`src/rtl/div_issue_ctrl.sv`:
```
// Issue sequencer in front of the iterative divider: latches one op per handshake,
// resolves divide-by-zero / signed overflow locally, and returns a tagged result.
//
// state   | meaning
// --------+-------------------------------------------------------------
// S_IDLE  | ready for a new op
// S_ISSUE | start pulse to the divider, operands already latched
// S_WAIT  | divider busy, waiting for div_done_i
// S_RESP  | result held on the response port until resp_ready_i
module div_issue_ctrl #(
    parameter int TAG_W     = 5,
    parameter bit FAST_PATH = 1'b1
) (
    input  logic             clk_i,
    input  logic             rstn_i,
    input  logic             kill_i,
    input  logic             req_valid_i,
    output logic             req_ready_o,
    input  logic [1:0]       req_op_i,
    input  logic             req_w_i,
    input  logic [63:0]      req_rs1_i,
    input  logic [63:0]      req_rs2_i,
    input  logic [TAG_W-1:0] req_tag_i,
    output logic             div_request_o,
    output logic             div_kill_o,
    output logic             div_int32_o,
    output logic             div_signed_o,
    output logic [63:0]      div_dvnd_o,
    output logic [63:0]      div_dvsr_o,
    input  logic [63:0]      div_quo_i,
    input  logic [63:0]      div_rmd_i,
    input  logic             div_done_i,
    output logic             resp_valid_o,
    input  logic             resp_ready_i,
    output logic [63:0]      resp_data_o,
    output logic [TAG_W-1:0] resp_tag_o,
    output logic             busy_o
);

    typedef enum logic [1:0] {S_IDLE, S_ISSUE, S_WAIT, S_RESP} state_t;

    state_t             r_state;
    state_t             w_state_nxt;

    logic               r_rem;
    logic               r_signed;
    logic               r_int32;
    logic [63:0]        r_rs1;
    logic [63:0]        r_rs2;
    logic [TAG_W-1:0]   r_tag;
    logic [63:0]        r_resp_data;

    logic               w_accept;
    logic               w_dvsr_zero;
    logic               w_ovf;
    logic               w_fast;
    logic [63:0]        w_fast_raw;
    logic [63:0]        w_div_raw;

    // W results are the low word sign-extended
    function automatic logic [63:0] sext_w(input logic [63:0] r, input logic w);
        return w ? {{32{r[31]}}, r[31:0]} : r;
    endfunction

    assign w_accept    = (r_state == S_IDLE) && req_valid_i && !kill_i;
    assign w_dvsr_zero = req_w_i ? (req_rs2_i[31:0] == 32'h0) : (req_rs2_i == 64'h0);
    assign w_ovf       = !req_op_i[0] &&
                         (req_w_i ? (req_rs1_i[31:0] == 32'h8000_0000 && req_rs2_i[31:0] == 32'hFFFF_FFFF)
                                  : (req_rs1_i == 64'h8000_0000_0000_0000 && req_rs2_i == '1));
    assign w_fast      = FAST_PATH && (w_dvsr_zero || w_ovf);
    // divide-by-zero takes precedence; overflow returns dividend (DIV) or zero (REM)
    assign w_fast_raw  = w_dvsr_zero ? (req_op_i[1] ? req_rs1_i : '1)
                                     : (req_op_i[1] ? 64'h0 : req_rs1_i);
    assign w_div_raw   = r_rem ? div_rmd_i : div_quo_i;

    // state register
    always_ff @(posedge clk_i or negedge rstn_i) begin
        if (!rstn_i) r_state <= S_IDLE;
        else         r_state <= w_state_nxt;
    end

    // next-state logic; kill wins over everything, including a coincident done
    always_comb begin
        w_state_nxt = r_state;
        if (kill_i) begin
            w_state_nxt = S_IDLE;
        end else begin
            case (r_state)
                S_IDLE:  if (req_valid_i) w_state_nxt = w_fast ? S_RESP : S_ISSUE;
                S_ISSUE: w_state_nxt = S_WAIT;
                S_WAIT:  if (div_done_i) w_state_nxt = S_RESP;
                S_RESP:  if (resp_ready_i) w_state_nxt = S_IDLE;
                default: w_state_nxt = S_IDLE;
            endcase
        end
    end

    // state-decoded outputs
    always_comb begin
        req_ready_o   = (r_state == S_IDLE);
        div_request_o = (r_state == S_ISSUE);
        resp_valid_o  = (r_state == S_RESP);
        busy_o        = (r_state != S_IDLE);
    end

    // operand latches change only on accept so the divider sees stable inputs
    always_ff @(posedge clk_i or negedge rstn_i) begin
        if (!rstn_i) begin
            r_rem       <= 1'b0;
            r_signed    <= 1'b0;
            r_int32     <= 1'b0;
            r_rs1       <= '0;
            r_rs2       <= '0;
            r_tag       <= '0;
            r_resp_data <= '0;
        end else begin
            if (w_accept) begin
                r_rem    <= req_op_i[1];
                r_signed <= !req_op_i[0];
                r_int32  <= req_w_i;
                r_rs1    <= req_rs1_i;
                r_rs2    <= req_rs2_i;
                r_tag    <= req_tag_i;
                if (w_fast) r_resp_data <= sext_w(w_fast_raw, req_w_i);
            end
            if (r_state == S_WAIT && div_done_i && !kill_i)
                r_resp_data <= sext_w(w_div_raw, r_int32);
        end
    end

    assign div_kill_o   = kill_i;
    assign div_int32_o  = r_int32;
    assign div_signed_o = r_signed;
    assign div_dvnd_o   = r_rs1;
    assign div_dvsr_o   = r_rs2;
    assign resp_data_o  = r_resp_data;
    assign resp_tag_o   = r_tag;

endmodule
```
`config.mk`:
```
export PLATFORM = sky130hd
export DESIGN_NAME = div_issue_ctrl
export DESIGN_NICKNAME = d
export VERILOG_FILES = /design/src/rtl/div_issue_ctrl.sv
export SDC_FILE = /design/constraint.sdc
export NUM_CORES = 1
export LEC_CHECK = 0
export BUFFER_PORTS_ARGS = -buffer_cell sky130_fd_sc_hd__buf_2
export CAP_MARGIN = 20
export CORE_AREA = 2 2 182 184
export CTS_CLUSTER_SIZE = 12
export DETAILED_ROUTE_END_ITERATION = 10
export DIE_AREA = 0 0 184 186
export MAX_ROUTING_LAYER = met4
export PLACE_DENSITY = 0.69
export SETUP_SLACK_MARGIN = 0.5
export SLEW_MARGIN = 20
export SYNTH_ARGS = -nofsm -noshare
export SYNTH_HDL_FRONTEND = slang
export SYNTH_SLANG_ARGS = --single-unit
```
`constraint.sdc`:
```
create_clock -name clk_i -period 7.1 [get_ports clk_i]
set_clock_uncertainty 0.1 [all_clocks]
set_input_delay 0.355 -clock clk_i [delete_from_list [all_inputs] [get_ports clk_i]]
set_output_delay 0.355 -clock clk_i [all_outputs]
set_load 0.01 [all_outputs]
```
==> results.sh, run 1 <==
export IMPL_pwr_share_clk_pct=22.5
export IMPL_clkTransAtPathRegs_ns=0.05
export IMPL_cts_sinks=202
export IMPL_nFillCells=3011
export IMPL_synth_most_common_cell="dfrtp_1"
export IMPL_tns_ns=0
export IMPL_async_flop_share_pct=100
export IMPL_synth_top_area_share_pct=50.8
export IMPL_ant_nets=0
export IMPL_min_path_type="in2reg"
export IMPL_cts_buffer_depth=3
export IMPL_grt_pass1_wl_microns=53300
export IMPL_switching_share_pct=35.2
export IMPL_synth_seq_area_share_pct=50.8
export IMPL_ys_top_cells_by_area="dfrtp_1 (51%), mux2_2 (22%), mux2i_1 (6.3%), o221ai_1 (2.8%), o21a_1 (2.4%)"
export IMPL_wire_per_inst_microns=20.5
export IMPL_slew_violations=0
export IMPL_wl_met3_microns=2860
export IMPL_yosysTopAreaCell="dfrtp_1"
export IMPL_hold_depth=2
export IMPL_io_pins=474
export IMPL_cts_resized=0
export IMPL_postLayoutCellArea_sq_um=14200
export IMPL_clock_latency_ns=0.52
export IMPL_syn_area_per_cell_sq_um=12.1
export IMPL_cts_tree="built"
export IMPL_intPower_mw=3.53
export IMPL_die_height_microns=186
export IMPL_pre_cts_ws_ns=2.33
export IMPL_grt_max_degree=101
export IMPL_worst_r2r_cell_count=6
export IMPL_rr_startpoint="r_state[0]"
export IMPL_numCtsBuffers=25
export IMPL_ys_types=38
export IMPL_fin_crit_sh_pct=63.7
export IMPL_end_kind="register"
export IMPL_nNetsFinal=1620
export IMPL_antenna_cells=0
export IMPL_critical_path_required_ns=7.40
export IMPL_ys_flop_type="dfrtp_1"
export IMPL_postCtsSetupBuffers=0
export IMPL_dieArea_sq_um=34200
export IMPL_holdBufCountCts=75
export IMPL_cp_arrival_ns=4.82
export IMPL_vias=9030
export IMPL_cp_cell_sequence="dlygate4sd3_1 > buf_2 > nor4b_1 > nand4_1 > or4_1 > o31ai_2 > a21oi_2 > o21ai_4 > buf_4 > mux2_2"
export IMPL_powerDensity_nw_per_um2=383
export IMPL_relSlewSlack_pct=32.6
export IMPL_grtUsageTotal_pct=20.9
export IMPL_post_dp_cell_area_sq_um=12700
export IMPL_worst_path_max_fanout=37
export IMPL_r2r_slack_ns=3.68
export IMPL_start_util_pct=30.9
export IMPL_grt_overflow=0
export IMPL_hold_ws_ns=0.0235
export IMPL_ys_warnings_count=0
export IMPL_combinationalPowerShare_pct=40.1
export IMPL_dr_pass1_iters=5
export IMPL_postLayoutSetupSlackWorst_ns=2.58
export IMPL_wirelength_met1_microns=13800
export IMPL_crit_slowest_cell="o21ai_4"
export IMPL_critical_path_startpoint="req_rs1_i[33]"
export IMPL_tightest_slew_ns=1.01
export IMPL_switching_power_mw=1.92
export IMPL_cts_root_buf="clkbuf_16"
export IMPL_max_stage_delay_ns=0.76
export IMPL_startpoint_type="primary input"
export IMPL_avgViaCountPerCell=5.10
export IMPL_antenna_found_initial=0
export IMPL_routed_wl_microns=36300
export IMPL_peakVddDrop_mv=0.203
export IMPL_rows=66
export IMPL_synth_commonest_cells="dfrtp_1 (202), mux2_2 (193), mux2i_1 (63)"
export IMPL_setup_violations=0
export IMPL_finalCriticalPeriod_ns=4.52
export IMPL_timing_rr_end="div_dvnd_o[32]"
export IMPL_dp_hpwl_microns=26600
export IMPL_crit_end="resp_data_o[1]"
export IMPL_ctsHtreeMaxLevel=1
export IMPL_synth_edf_count=0
export IMPL_synthesis_nets=1094
export IMPL_critPathKind="in2reg"
export IMPL_core_area_sq_um=32200
export IMPL_first_iter_violations=402
export IMPL_status="finished clean"
export IMPL_wl_met2_microns=18300
export IMPL_top_layer_used="met4"
export IMPL_ys_seq_elements=202
export IMPL_seqPwrFrac_pct=37.3
export IMPL_power_leakage_nw=6.90
export IMPL_drive_above_1_share_pct=53.3
export IMPL_rsz0062_at_grt="false"
export IMPL_grt_pass1_vias=9142
export IMPL_synthToLayoutAreaGrowth_pct=42.9
export IMPL_syn_inst=820
export IMPL_die_x_microns=184
export IMPL_drv_cap=0
export IMPL_hold_violations=0
export IMPL_max_freq_mhz=221
export IMPL_drc=0
export IMPL_gp_congestion=0.911
export IMPL_io_buffers=473
export IMPL_syn_area_sq_um=9950
## power groups by stage
| stage | Sequential (mW) | Clock (mW) | Combinational [mW] |
|---|---|---|---|
| 2_1_floorplan | 2.25 | 0 | 0.950 |
| 3_3_place_gp | 2.02 | 0 | 2.14 |
| 3_5_place_dp | 2.04 | 0 | 2.17 |
| 4_1_cts | 2.03 | 1.27 | 2.20 |
| 5_1_grt | 2.10 | 1.32 | 2.34 |
| 6_report | 2.03 | 1.23 | 2.18 |
## stage by stage
step | total power [mW] | util (%) | std cells
after floorplan | 3.20 | - | 820
after global placement | 4.15 | 39.4 | 1652
after detailed placement | 4.21 | 39.4 | 1652
after CTS | 5.50 | 44.2 | 1769
after global routing | 5.75 | 44.2 | 1769
final | 5.44 | 44.2 | 1769
## cells in the final DEF (no fill, tap or decap), types with 2 or more instances in the layout
| cell type | n |
|---|---|
| a21oi_1 | 33 |
| buf_2 | 472 |
| buf_4 | 10 |
| clkbuf_1 | 4 |
| clkbuf_16 | 25 |
| clkbuf_8 | 7 |
| clkinv_2 | 3 |
| dfrtp_1 | 201 |
| dlygate4sd3_1 | 75 |
| ha_1 | 4 |
| inv_1 | 4 |
| maj3_1 | 2 |
| mux2_1 | 5 |
| mux2_2 | 193 |
| mux2i_1 | 63 |
| nand2_1 | 42 |
| nand3_1 | 32 |
| nand4_1 | 19 |
| nand4b_1 | 2 |
| nor2_1 | 37 |
| nor3_1 | 2 |
| nor4_1 | 32 |
| o21a_1 | 32 |
| o21ai_0 | 2 |
| o21ba_2 | 2 |
| o221ai_1 | 32 |
| or4_1 | 4 |
## worst max-delay path: cells and delay by family
family          cells  cell delay [ns]
compound gates      3             1.30
buf+inv             3             1.25
mux                 1             0.40
simple gates        3             1.46
## kinds of logic after synthesis
family	Yosys count	synth area share [%]
fa+ha+maj	6	0.704
compound gates	109	7.94
simple gates	177	8.85
flops	202	50.8
xor+xnor	1	0.0880
buf+inv	64	2.90
mux	261	28.7
## area by class of cell
cell class / instances / area, sq um / area share [%]
sequential: 202 / 5060 / 35.6
multi-input combinational: 554 / 4640 / 32.6
timing repair buffer: 558 / 3200 / 22.5
clock buffer: 35 / 723 / 5.08
tap: 408 / 510 / 3.59
clock inverter: 7 / 70.1 / 0.493
inverter: 5 / 18.8 / 0.132
## how the worst min path moves through the flow
stage | slack (ns) | start | to
after detailed placement | 0.38 | resp_data_o[22] | resp_data_o[22]
after global routing | 0.003 | req_rs2_i[45] | div_dvsr_o[45]
after floorplan | -0.04 | rstn_i | div_dvnd_o[0]
after CTS | 0.0001 | req_rs2_i[6] | div_dvsr_o[6]
final | 0.02 | req_rs1_i[4] | div_dvnd_o[4]
after global placement | 0.37 | resp_data_o[22] | resp_data_o[22]
## sequential cells by signal (all words and copies together) (netlist names)
| name | count |
|---|---|
| r_state | 2 |
| resp_data_o | 64 |
| resp_tag_o | 5 |
| div_int32_o | 1 |
| div_dvnd_o | 64 |
| r_rem | 1 |
| div_signed_o | 1 |
| div_dvsr_o | 64 |
## per-layer routing
layer,vias up,global-route usage (%)
li1,4120,-
met1,4367,23.5
met2,462,36.9
met3,81,4.19
met4,0,8.00
met5,-,-
Note: power is estimated with default switching activity, not from simulation.
==> inputs of run 2 (changes only) <==
- ABC_AREA: not set -> 1
- CORE_AREA: 2 2 182 184 -> not set
- CORE_MARGIN: not set -> 1.5
- CORE_UTILIZATION: not set -> 33
- DIE_AREA: 0 0 184 186 -> not set
- PLACE_DENSITY: 0.69 -> 0.73
- clock period: 7.1 -> 3.99 ns (I/O delays scaled with it)
==> run 2 against run 1 <==
Largest power group unchanged. Final cell count grew 48%. Critical endpoint is now resp_data_o[47]. Worst hold slack lost 0.0058 ns. Global-route usage grew 5.2 points. Combinational power grew 79%.
==> results.sh, run 2 <==
export IMPL_postLayoutCoreUtil_pct=50.6
export IMPL_startpoint_type="register"
export IMPL_muxShareOfSynthArea_pct=0
export IMPL_ys_top_cells_by_area="dfrtp_1 (46%), nand2_1 (19%), o21ai_0 (8.8%), nand3_1 (5.4%), nor2_1 (4.6%)"
export IMPL_critPathTopFamily="buffers and inverters"
export IMPL_crit_path_frequent_cell="buf_4"
export IMPL_core_area_sq_um=32500
export IMPL_ant_nets=0
export IMPL_die_x_microns=185
export IMPL_ctsHtreeMaxLevel=1
export IMPL_ys_seq_elements=202
export IMPL_dieArea_sq_um=34200
export IMPL_cts_buffer_depth=3
export IMPL_synth_compound_area_share_pct=12.2
export IMPL_dp_hpwl_microns=29200
export IMPL_synthesis_nets=1810
export IMPL_avgViaCountPerCell=5.05
export IMPL_grt_busiest_layer="met2"
export IMPL_gp_congestion=0.917
export IMPL_grt_overflow=0
export IMPL_vias=13200
export IMPL_tns_ns=0
export IMPL_synthToLayoutAreaGrowth_pct=50.8
export IMPL_hold_violations=0
export IMPL_ys_warnings_count=0
export IMPL_end_kind="register"
export IMPL_power_leakage_nw=8.90
export IMPL_drive_above_1_share_pct=25.9
export IMPL_slew_violations=0
export IMPL_crit_slowest_cell="dlygate4sd3_1"
export IMPL_power_total_mw=9.72
export IMPL_yosysTopAreaCell="dfrtp_1"
export IMPL_finalCriticalPeriod_ns=3.04
export IMPL_drv_cap=0
export IMPL_die_height_microns=185
export IMPL_use_met2_pct=44.8
export IMPL_start_util_pct=33.6
export IMPL_async_flop_share_pct=100
export IMPL_wire_per_inst_microns=17.3
export IMPL_grt_pass1_wl_microns=68200
export IMPL_ys_flop_type="dfrtp_1"
export IMPL_nNetsFinal=2433
export IMPL_postCtsSetupBuffers=0
export IMPL_grtUsageTotal_pct=26.2
export IMPL_grt_use_met1_pct=30.6
export IMPL_clock_latency_ns=0.52
export IMPL_rows=66
export IMPL_synth_commonest_cells="nand2_1 (552), dfrtp_1 (202), o21ai_0 (193)"
export IMPL_peakVddDrop_mv=0.312
export IMPL_io_buffers=473
export IMPL_fin_crit_sh_pct=76.3
export IMPL_critical_path_required_ns=4.30
export IMPL_critPathKind="reg2reg"
export IMPL_powerDensity_nw_per_um2=590
export IMPL_grt_max_degree=116
export IMPL_synthAdderAreaFrac_pct=0.458
export IMPL_cp_cell_sequence="inv_1 > ha_1 > nand3_2 > buf_4 > nor2_2 > buf_4 > o21ai_0 > dlygate4sd3_1 > nand3_1 > nand2_1"
export IMPL_use_met3_pct=4.15
export IMPL_layout_common_cells="nand2_1 (551), buf_2 (472), dlygate4sd3_1 (207)"
export IMPL_synth_seq_area_share_pct=46.3
export IMPL_relSlewSlack_pct=39.7
export IMPL_synth_edf_count=0
export IMPL_synth_top_family_by_area="simple AND/OR/NAND/NOR gates"
export IMPL_cp_buffers_inverters=4
export IMPL_routed_wl_microns=45200
export IMPL_grt_pass1_vias=12800
export IMPL_tightest_slew_ns=0.905
export IMPL_antenna_found_initial=2
export IMPL_numCtsBuffers=24
export IMPL_min_path_type="in2reg"
export IMPL_cts_tree="built"
export IMPL_cts_sinks=202
export IMPL_status="finished clean"
export IMPL_cp_arrival_ns=3.35
export IMPL_rsz0062_at_grt="false"
export IMPL_syn_area_per_cell_sq_um=7.11
export IMPL_max_stage_delay_ns=0.57
export IMPL_ys_types=28
export IMPL_cts_root_buf="clkbuf_16"
export IMPL_io_pins=474
export IMPL_synth_top_area_share_pct=46.3
export IMPL_clkTransAtPathRegs_ns=0.06
export IMPL_synth_most_common_cell="nand2_1"
export IMPL_dr_pass1_iters=6
export IMPL_final_common_cell="nand2_1"
export IMPL_synthXorXnorAreaFrac_pct=0.0802
export IMPL_max_freq_mhz=329
export IMPL_first_iter_violations=1085
export IMPL_yosys_area_share_simple_pct=32.8
export IMPL_worst_path_max_fanout=35
export IMPL_drc=0
export IMPL_syn_area_sq_um=10900
export IMPL_setup_violations=0
export IMPL_syn_inst=1536
## run 2: changes by cell type after synthesis, sizes merged, moves of 30 or more
cell,change
o221ai,-31
inv,+107
o21a,-32
nor4,-32
clkbuf,+31
o21ai,+193
mux2i,-63
nor2,+99
mux2,-198
nand3,+106
nand2,+514
a21oi,+30
## run 2: kinds of logic after synthesis
group	count (synthesis)
and+or+nand+nor	856
DFF	202
AOI/OAI and AO/OA	262
buffers and inverters	211
xor gates and xnor gates	1
adders and majority gates	4
## run 2: metrics by stage
step,cells,setup slack [ns],hold WS (ns),cell area (sq um)
floorplan,1536,2.11,-0.196,10900
global placement,2368,1.24,0.260,13600
detailed placement,2368,1.25,0.271,13600
CTS,2618,0.935,0.00213,16500
global route,2620,0.837,0.0271,16500
finish,2620,0.946,0.0178,16500
## run 2: cell type report
type | instances | area (sq um)
Sequential cell | 202 | 5060
Timing Repair Buffer | 696 | 4620
Tap cell | 442 | 553
Antenna cell | 2 | 5.00
Clock inverter | 5 | 78.8
Multi-Input combinational cell | 1123 | 4980
Inverter | 112 | 427
Clock buffer | 38 | 744
Fill cell | 3021 | 16100
## run 2: metal layers
layer  part of all wire (%)  up-vias
met3                    8.0      141
met4                    4.0        0
met1                     39     6176
li1                       -     6144
met2                     49      778
met5                      0        -
## run 2: worst reg2reg max path: stages (launching register included)
cell           delay [ns]
dfrtp_1              0.42
inv_1                0.10
ha_1                 0.19
nand3_2              0.20
buf_4                0.32
nor2_2               0.46
buf_4                0.33
o21ai_0              0.11
dlygate4sd3_1        0.57
nand3_1              0.09
nand2_1              0.07
## run 2: where the power goes
| part | total, mW | switching [mW] | internal [mW] | leakage (nW) |
|---|---|---|---|---|
| registers | 3.54 | 0.567 | 2.97 | 2.57 |
| clock network | 2.28 | 0.882 | 1.40 | 0.406 |
| logic | 3.90 | 2.42 | 1.48 | 5.93 |
| total | 9.72 | 3.87 | 5.85 | 8.90 |
## run 2: what timing repair did
item                                   CTS  global route
endpoints found under the hold margin  289             0
hold buffers                           207             0
gates resized for setup                  0             0
## run 2: path summary, 6_finish.rpt
kind,startpoint,cells past startpoint,to,slack (ns)
max,r_state[0],10,resp_data_o[47],0.95
min,div_rmd_i[11],5,resp_data_o[11],0.02
max reg2reg,r_state[0],10,resp_data_o[47],0.95
min reg2reg,div_dvsr_o[55],2,div_dvsr_o[55],0.37
max in group asynchronous,rstn_i,3,div_dvnd_o[16],2.49
min in group asynchronous,rstn_i,2,resp_data_o[50],0.26
